$ cat src/rtl/conv_row_sequencer.sv
`timescale 1ns/1ps
// ---------------------------------------------------------------------------
// conv_row_sequencer
//
// Purpose:
//   Sequences one convolution PE's multiply/accumulate over a single ifmap
//   row. A resident FILTER_TAPS-tap filter (8 bits per tap) is applied to a
//   binary spike row of IFMAP_LENGTH bits. One tap is processed per clock.
//   Each finished window produces a PSUM_WIDTH-bit partial sum, which is sent
//   as a 64-bit NoC packet. Packet destinations rotate over NUM_ADDERS adder
//   nodes. After the last window, an optional ifmap-forward packet carries
//   the row to a neighbouring PE.
//
// Ports:
//   i_clk           clock, rising edge
//   i_rst           asynchronous, active-high reset
//   i_filter_valid  filter word offered
//   o_filter_ready  filter word accepted on valid&ready (IDLE only)
//   i_filter_data   tap k = i_filter_data[8k+:8]
//   i_ifmap_valid   ifmap row offered
//   o_ifmap_ready   row accepted on valid&ready
//                   (IDLE, filter loaded, no filter offered)
//   i_ifmap_data    bit i = spike at column i
//   i_fwd_en        sampled at row accept: emit forward packet after the row
//   i_fwd_dest      sampled at row accept: forward packet destination
//   o_pkt_valid     packet offered to the router
//   i_pkt_ready     router accepts on valid&ready
//   o_pkt_data      {dest[63:60], src[59:56], type[55:54], zero, payload}
//   o_busy          high whenever the sequencer is not idle
//   o_row_done      one-cycle pulse as the row finishes
// ---------------------------------------------------------------------------
module conv_row_sequencer #(
  parameter logic [3:0] PE_ADDRESS   = 4'b0000,
  parameter int         IFMAP_LENGTH = 25,
  parameter int         FILTER_TAPS  = 5,
  parameter int         NUM_WINDOWS  = IFMAP_LENGTH - FILTER_TAPS + 1,
  parameter int         PSUM_WIDTH   = 13,
  parameter int         NUM_ADDERS   = 7
) (
  input  logic                     i_clk,
  input  logic                     i_rst,
  input  logic                     i_filter_valid,
  output logic                     o_filter_ready,
  input  logic [FILTER_TAPS*8-1:0] i_filter_data,
  input  logic                     i_ifmap_valid,
  output logic                     o_ifmap_ready,
  input  logic [IFMAP_LENGTH-1:0]  i_ifmap_data,
  input  logic                     i_fwd_en,
  input  logic [3:0]               i_fwd_dest,
  output logic                     o_pkt_valid,
  input  logic                     i_pkt_ready,
  output logic [63:0]              o_pkt_data,
  output logic                     o_busy,
  output logic                     o_row_done
);

  localparam int WIN_W    = $clog2(NUM_WINDOWS);
  localparam int TAP_W    = $clog2(FILTER_TAPS);
  localparam int COL_W    = $clog2(IFMAP_LENGTH);
  localparam int IDX_W    = $clog2(NUM_ADDERS);
  localparam int PAD_PSUM = 54 - PSUM_WIDTH;
  localparam int PAD_FWD  = 54 - IFMAP_LENGTH;

  localparam logic [WIN_W-1:0] LAST_WIN = WIN_W'(NUM_WINDOWS - 1);
  localparam logic [TAP_W-1:0] LAST_TAP = TAP_W'(FILTER_TAPS - 1);
  localparam logic [IDX_W-1:0] LAST_IDX = IDX_W'(NUM_ADDERS - 1);

  localparam logic [1:0] TYPE_PSUM = 2'b10;
  localparam logic [1:0] TYPE_FWD  = 2'b00;

  // Destination rotation over the adder nodes, index 0 first.
  localparam logic [3:0] ADDER_DEST [NUM_ADDERS] = '{
    4'b0010, 4'b0110, 4'b1011, 4'b1111, 4'b1110, 4'b1001, 4'b1101
  };

  typedef enum logic [2:0] {
    S_IDLE,
    S_MAC,
    S_FWD,
    S_FWD_WAIT,
    S_DONE
  } state_t;

  // -------------------------------------------------------------------------
  // Registers
  // -------------------------------------------------------------------------
  state_t                    r_state;
  logic [FILTER_TAPS*8-1:0]  r_filter;
  logic                      r_filter_loaded;
  logic [IFMAP_LENGTH-1:0]   r_ifmap;
  logic                      r_fwd_en;
  logic [3:0]                r_fwd_dest;
  logic [PSUM_WIDTH-1:0]     r_acc;
  logic [WIN_W-1:0]          r_win;
  logic [TAP_W-1:0]          r_tap;
  logic [IDX_W-1:0]          r_adder_idx;
  logic [PSUM_WIDTH-1:0]     r_psum;
  logic                      r_psum_pend;
  logic                      r_fwd_pend;
  logic                      r_idle;      // registered copy of "state is IDLE"
  logic                      r_busy;
  logic                      r_row_done;

  // -------------------------------------------------------------------------
  // Datapath
  // -------------------------------------------------------------------------
  logic [7:0]            w_taps [FILTER_TAPS];
  logic [7:0]            w_tap_val;
  logic [COL_W-1:0]      w_col;
  logic                  w_spike;
  logic [PSUM_WIDTH-1:0] w_prod;
  logic [PSUM_WIDTH-1:0] w_sum;
  logic                  w_ifmap_ready;
  logic                  w_psum_hs;
  logic                  w_fwd_hs;
  logic [63:0]           w_psum_pkt;
  logic [63:0]           w_fwd_pkt;

  // Unpack the filter word into per-tap bytes.
  generate
    for (genvar gi = 0; gi < FILTER_TAPS; gi++) begin : g_tap
      assign w_taps[gi] = r_filter[8*gi +: 8];
    end
  endgenerate

  // The current column is window start plus tap offset. A spike gates
  // the tap weight; there is no true multiplier.
  assign w_col     = COL_W'(r_win) + COL_W'(r_tap);
  assign w_spike   = r_ifmap[w_col];
  assign w_tap_val = w_taps[r_tap];
  assign w_prod    = w_spike ? PSUM_WIDTH'(w_tap_val) : '0;
  assign w_sum     = r_acc + w_prod;

  // A row is only taken when no filter is offered, so the filter wins ties.
  assign w_ifmap_ready = r_idle & r_filter_loaded & ~i_filter_valid;

  assign w_psum_hs = r_psum_pend & i_pkt_ready;
  assign w_fwd_hs  = r_fwd_pend & i_pkt_ready;

  // Packets are built purely from registers. They therefore stay stable
  // while the router back-pressures.
  assign w_psum_pkt = {ADDER_DEST[r_adder_idx], PE_ADDRESS, TYPE_PSUM,
                       {PAD_PSUM{1'b0}}, r_psum};
  assign w_fwd_pkt  = {r_fwd_dest, PE_ADDRESS, TYPE_FWD,
                       {PAD_FWD{1'b0}}, r_ifmap};

  // -------------------------------------------------------------------------
  // Control FSM
  // -------------------------------------------------------------------------
  always_ff @(posedge i_clk or posedge i_rst) begin
    if (i_rst) begin
      r_state         <= S_IDLE;
      r_filter        <= '0;
      r_filter_loaded <= 1'b0;
      r_ifmap         <= '0;
      r_fwd_en        <= 1'b0;
      r_fwd_dest      <= '0;
      r_acc           <= '0;
      r_win           <= '0;
      r_tap           <= '0;
      r_adder_idx     <= '0;
      r_psum          <= '0;
      r_psum_pend     <= 1'b0;
      r_fwd_pend      <= 1'b0;
      r_idle          <= 1'b0;
      r_busy          <= 1'b0;
      r_row_done      <= 1'b0;
    end else begin
      r_row_done <= 1'b0;

      // Psum handshake: free the slot and advance the adder rotation.
      // The rotation is never cleared between rows.
      if (w_psum_hs) begin
        r_psum_pend <= 1'b0;
        if (r_adder_idx == LAST_IDX) begin
          r_adder_idx <= '0;
        end else begin
          r_adder_idx <= r_adder_idx + 1'b1;
        end
      end

      case (r_state)
        S_IDLE: begin
          r_idle <= 1'b1;
          if (i_filter_valid && r_idle) begin
            r_filter        <= i_filter_data;
            r_filter_loaded <= 1'b1;
          end else if (i_ifmap_valid && w_ifmap_ready) begin
            r_ifmap    <= i_ifmap_data;
            r_fwd_en   <= i_fwd_en;
            r_fwd_dest <= i_fwd_dest;
            r_win      <= '0;
            r_tap      <= '0;
            r_acc      <= '0;
            r_idle     <= 1'b0;
            r_busy     <= 1'b1;
            r_state    <= S_MAC;
          end
        end

        S_MAC: begin
          if (r_tap != LAST_TAP) begin
            r_acc <= w_sum;
            r_tap <= r_tap + 1'b1;
          end else if (!r_psum_pend) begin
            // The last tap folds straight into the psum register. If the
            // slot is still occupied, this branch is skipped and every MAC
            // register holds until the router drains it.
            r_psum      <= w_sum;
            r_psum_pend <= 1'b1;
            r_acc       <= '0;
            r_tap       <= '0;
            if (r_win == LAST_WIN) begin
              r_state <= S_FWD;
            end else begin
              r_win <= r_win + 1'b1;
            end
          end
        end

        S_FWD: begin
          // The forward packet must not overlap the final psum on the port.
          if (!r_psum_pend) begin
            if (r_fwd_en) begin
              r_fwd_pend <= 1'b1;
              r_state    <= S_FWD_WAIT;
            end else begin
              r_row_done <= 1'b1;
              r_state    <= S_DONE;
            end
          end
        end

        S_FWD_WAIT: begin
          if (w_fwd_hs) begin
            r_fwd_pend <= 1'b0;
            r_row_done <= 1'b1;
            r_state    <= S_DONE;
          end
        end

        S_DONE: begin
          r_busy  <= 1'b0;
          r_idle  <= 1'b1;
          r_state <= S_IDLE;
        end

        default: begin
          r_state <= S_IDLE;
        end
      endcase
    end
  end

  // -------------------------------------------------------------------------
  // Outputs
  // -------------------------------------------------------------------------
  assign o_filter_ready = r_idle;
  assign o_ifmap_ready  = w_ifmap_ready;
  assign o_pkt_valid    = r_psum_pend | r_fwd_pend;
  assign o_pkt_data     = r_psum_pend ? w_psum_pkt :
                          r_fwd_pend  ? w_fwd_pkt  : 64'd0;
  assign o_busy         = r_busy;
  assign o_row_done     = r_row_done;

endmodule

$ cat config.mk
export PLATFORM = sky130hd
export DESIGN_NAME = conv_row_sequencer
export DESIGN_NICKNAME = d
export VERILOG_FILES = /design/src/rtl/conv_row_sequencer.sv
export SDC_FILE = /design/constraint.sdc
export NUM_CORES = 1
export LEC_CHECK = 0
export BUFFER_PORTS_ARGS = -buffer_cell sky130_fd_sc_hd__buf_2
export CAP_MARGIN = 15
export CORE_ASPECT_RATIO = 0.7
export CORE_MARGIN = 4
export CORE_UTILIZATION = 49
export CTS_CLUSTER_SIZE = 16
export DETAILED_ROUTE_END_ITERATION = 8
export GPL_TIMING_DRIVEN = 1
export PLACE_DENSITY = 0.77
export REMOVE_ABC_BUFFERS = 1
export SETUP_SLACK_MARGIN = 0.4
export SYNTH_ARGS = -nofsm -noshare
export SYNTH_HDL_FRONTEND = slang
export SYNTH_SLANG_ARGS = --single-unit
$ cat constraint.sdc
create_clock -name i_clk -period 3.59 [get_ports i_clk]
set_clock_uncertainty 0.1 [all_clocks]
set_input_delay 0.5385 -clock i_clk [delete_from_list [all_inputs] [get_ports i_clk]]
set_output_delay 0.5385 -clock i_clk [all_outputs]
set_load 0.03 [all_outputs]
==> reports/qor.txt <==
internal power = 5.32 mW
PortBufs = 109
RR Startpoint = r_tap[0]
layout cells sized above 1 = 0.423
die height = 102 um
post-synthesis compound-gate area fraction = 0.104
Via-to-Cell Ratio = 5.43
Seq/Total Area, Yosys = 0.465
reg2reg setup slack = -0.22 ns
setup total negative slack = -2.40 ns
Yosys cell types = 53
largest net degree at the start of global routing = 74
first-pass GRT wire length = 24000 um
DR WL met2 = 7150 um
non-filler cells, final = 876
CP max-delay cell = fa_1
worst-margin pin slew = 1.07 ns
DR WL/cell = 17.4 um
met1 wire length = 6610 um
Final #Nets = 793
Max-Cap Viols = 0
TritonCTS Buffers = 17
register bit total from synthesis = 116
Slowest Stage Delay on Critical Path = 0.44 ns
latest clock arrival within the worst-skew pair = 0.41 ns
critical path class = flop to flop
initial drt markers = 300
VDD IR max = 0.634 mV
# DRC = 0
crit path launch type = flop
DP Worst Slack = -0.356 ns
Psw = 4.06 mW
slew margin rel. = 0.283
Final min period = 3.81 ns
dpl hpwl = 10400 um
final cycle utilization of the critical path = 1.06
Mapped Cells = 567
Seq pwr share = 0.253
vias in the first global route = 4765
Pre-Repair DR Iteration Count = 5
Fin Hold WS = 0.0754 ns
fmax = 262 MHz
total core area = 0.0124 mm2
outcome = complete, but fails checks
main combinational cell family by area after synthesis = multiplexers
total track usage = 0.209
root buf cell = clkbuf_16
capturing point of the worst reg2reg path = r_psum[10]
drt total wl = 15200 um
Initial Utilization = 0.502
CTS max path bufs = 2
Post-synth ARST share = 1.00
CTS tree = done
Final Cell Area = 0.00780 mm2
clock sink count = 116
Syn Area/Cell = 11.0 um2
critical path fanouts, max = 7
Crit. End Element = flop
Critical Path RT = 3.76 ns
gr ovfl total = 0
met3 wire length = 1190 um
Ports = 144
EDFF count, synth = 0
Post-DRT Antenna Nets = 0
area share of and/or/nand/nor cells after synthesis = 0.110
clock-pin slew on the worst setup and hold paths = 0.06 ns
Slew Limit Fails = 0
Crit path top cell by count = ha_2
Leak = 3.62 nW
worst hold path class = primary input to async pin
via count = 4754
sw frac = 0.433
Max H-tree Level = 4
fin util = 0.628
top_reg_cell synth = dfrtp_1
Die W = 143 um
ANT cells = 0
setup violators final = 18
Mapped Area = 0.00624 mm2
highest metal used = met4
CP cell instances = ha_2 -> fa_1 -> buf_6 -> mux4_2 -> mux2i_1 -> mux2_4 -> o2bb2ai_4 -> nor2_2 -> ha_2 -> inv_2 -> fa_2 -> nor2b_2 -> o21ai_2 -> a21oi_4 -> o211ai_1 -> xor2_1 -> o21ai_1
Adder-Cell Fraction of Synth Area = 0.0365
Inst Count DP = 832
mux contribution to synthesized area = 0.187
antenna violations before repair = 0
Placement Cell Area = 0.00694 mm2
full die area = 0.0146 mm2
final setup margin = -0.225 ns
Placer Congestion = 0.885
final hold violations = 0
Comb pwr share = 0.580
post-synthesis xor/xnor area fraction = 0.0239
Yosys Warn Count = 0
Worst Path Arrival = 3.99 ns
R2R cell count = 17
fillers = 924
Power Density = 1200 mW/mm2
Total Power = 9.38 mW
Area Overhead vs Synth = 24.9%
floorplan row count = 34
failing checks = negative setup slack
Clk pwr share = 0.167
unrepaired setup endpoints after global routing = yes
## worst max-delay path, delay by kind of cell, from the launching register on
kind                     cells  cell delay (ns)
flip-flops                   1             0.39
adder cells (fa/ha/maj)      4             1.20
AND/OR/NAND/NOR              2             0.27
XOR/XNOR                     1             0.22
buffers and inverters        2             0.20
multiplexers                 3             0.57
AO/OA/AOI/OAI                5             0.71
## per-layer routing
layer | vias up | GRT usage
met4 | 0 | 0.0928
li1 | 2178 | -
met2 | 193 | 0.328
met5 | - | 0
met1 | 2353 | 0.281
met3 | 30 | 0.0472
## state kept, by name, summed over array words and instances (netlist names), 3 cells and up
register     flops
r_tap            3
r_ifmap         25
r_acc           13
r_state          3
r_win            5
r_filter        40
r_fwd_dest       4
r_psum          13
r_adder_idx      3
## final cells by class
type / count / area, um2 / area share
clock buffers: 17 / 425 / 0.0546
clock inverters: 15 / 121 / 0.0156
inverters: 15 / 58.8 / 0.00754
repair buffers: 147 / 871 / 0.112
well taps: 162 / 203 / 0.0260
multi-input cells: 404 / 3210 / 0.412
flip-flops and latches: 116 / 2900 / 0.372
## how the worst max path moves through the flow
stage | startpoint | endpoint | slack, ns
finish | r_tap[0] | r_psum[10] | -0.22
global route | r_tap[0] | r_psum[10] | -0.33
CTS | r_tap[0] | r_psum[10] | -0.10
detailed placement | r_win[0] | r_acc[12] | -0.36
global placement | r_win[0] | r_acc[8] | -0.19
floorplan | r_tap[0] | r_acc[8] | -0.35
## Yosys cell counts, types with 2 or more instances
cell / instances / area share
dfrtp_1: 116 / 0.47
mux2_2: 73 / 0.13
nand2_1: 69 / 0.041
o21ai_0: 40 / 0.032
buf_4: 35 / 0.042
nor2_1: 22 / 0.013
a21oi_1: 19 / 0.015
ha_1: 15 / 0.030
clkbuf_1: 14 / 0.0084
inv_1: 14 / 0.0084
mux4_2: 14 / 0.051
and2_1: 13 / 0.013
buf_2: 12 / 0.0096
nand3_1: 10 / 0.0080
xnor2_1: 9 / 0.013
a22o_1: 8 / 0.011
xor2_1: 8 / 0.011
a21o_1: 7 / 0.0084
a22oi_1: 7 / 0.0084
a31oi_1: 5 / 0.0050
nor2b_1: 5 / 0.0050
nand4_1: 4 / 0.0040
nor3_1: 4 / 0.0032
buf_1: 3 / 0.0018
mux2i_1: 3 / 0.0048
o211ai_1: 3 / 0.0036
or3_1: 3 / 0.0030
a21boi_0: 2 / 0.0024
fa_1: 2 / 0.0064
nand2b_1: 2 / 0.0020
nor3b_1: 2 / 0.0024
o2bb2ai_1: 2 / 0.0028
or2_2: 2 / 0.0020
## power by group through the flow
stage          Combinational [mW]  Sequential, mW  Clock (mW)
5_1_grt                      5.85            2.44        1.64
2_1_floorplan                3.20            2.30           0
3_3_place_gp                 4.39            2.34           0
3_5_place_dp                 4.57            2.37           0
4_1_cts                      5.00            2.36        1.58
6_report                     5.44            2.38        1.56
## logic make-up after synthesis
family	after synthesis
AND/OR/NAND/NOR	144
flip-flops	116
AO/OA/AOI/OAI	102
multiplexers	90
buffers and inverters	80
adder cells (fa/ha/maj)	17
XOR/XNOR	17
other	1
## cells in the final DEF (no fill, tap or decap), types with 8 or more instances in the layout
| master | n |
|---|---|
| conb_1 | 34 |
| inv_1 | 12 |
| nand3_1 | 10 |
| clkbuf_16 | 17 |
| and2_1 | 13 |
| a22o_1 | 8 |
| mux2_2 | 72 |
| buf_2 | 109 |
| nand2_1 | 67 |
| dfrtp_1 | 116 |
| ha_1 | 11 |
| mux4_2 | 14 |
| nor2_1 | 18 |
| o21ai_0 | 33 |
| a21oi_1 | 15 |
| buf_4 | 32 |
| xnor2_1 | 8 |
## timing repair
item | 4_1_cts | 5_1_grt
setup buffers | 5 | 7
resized for setup | 32 | 16
pin swaps | 23 | 8
hold buffers | 0 | 0
setup endpoints to repair | 24 | 24
Power figures use the tool's default switching activity.
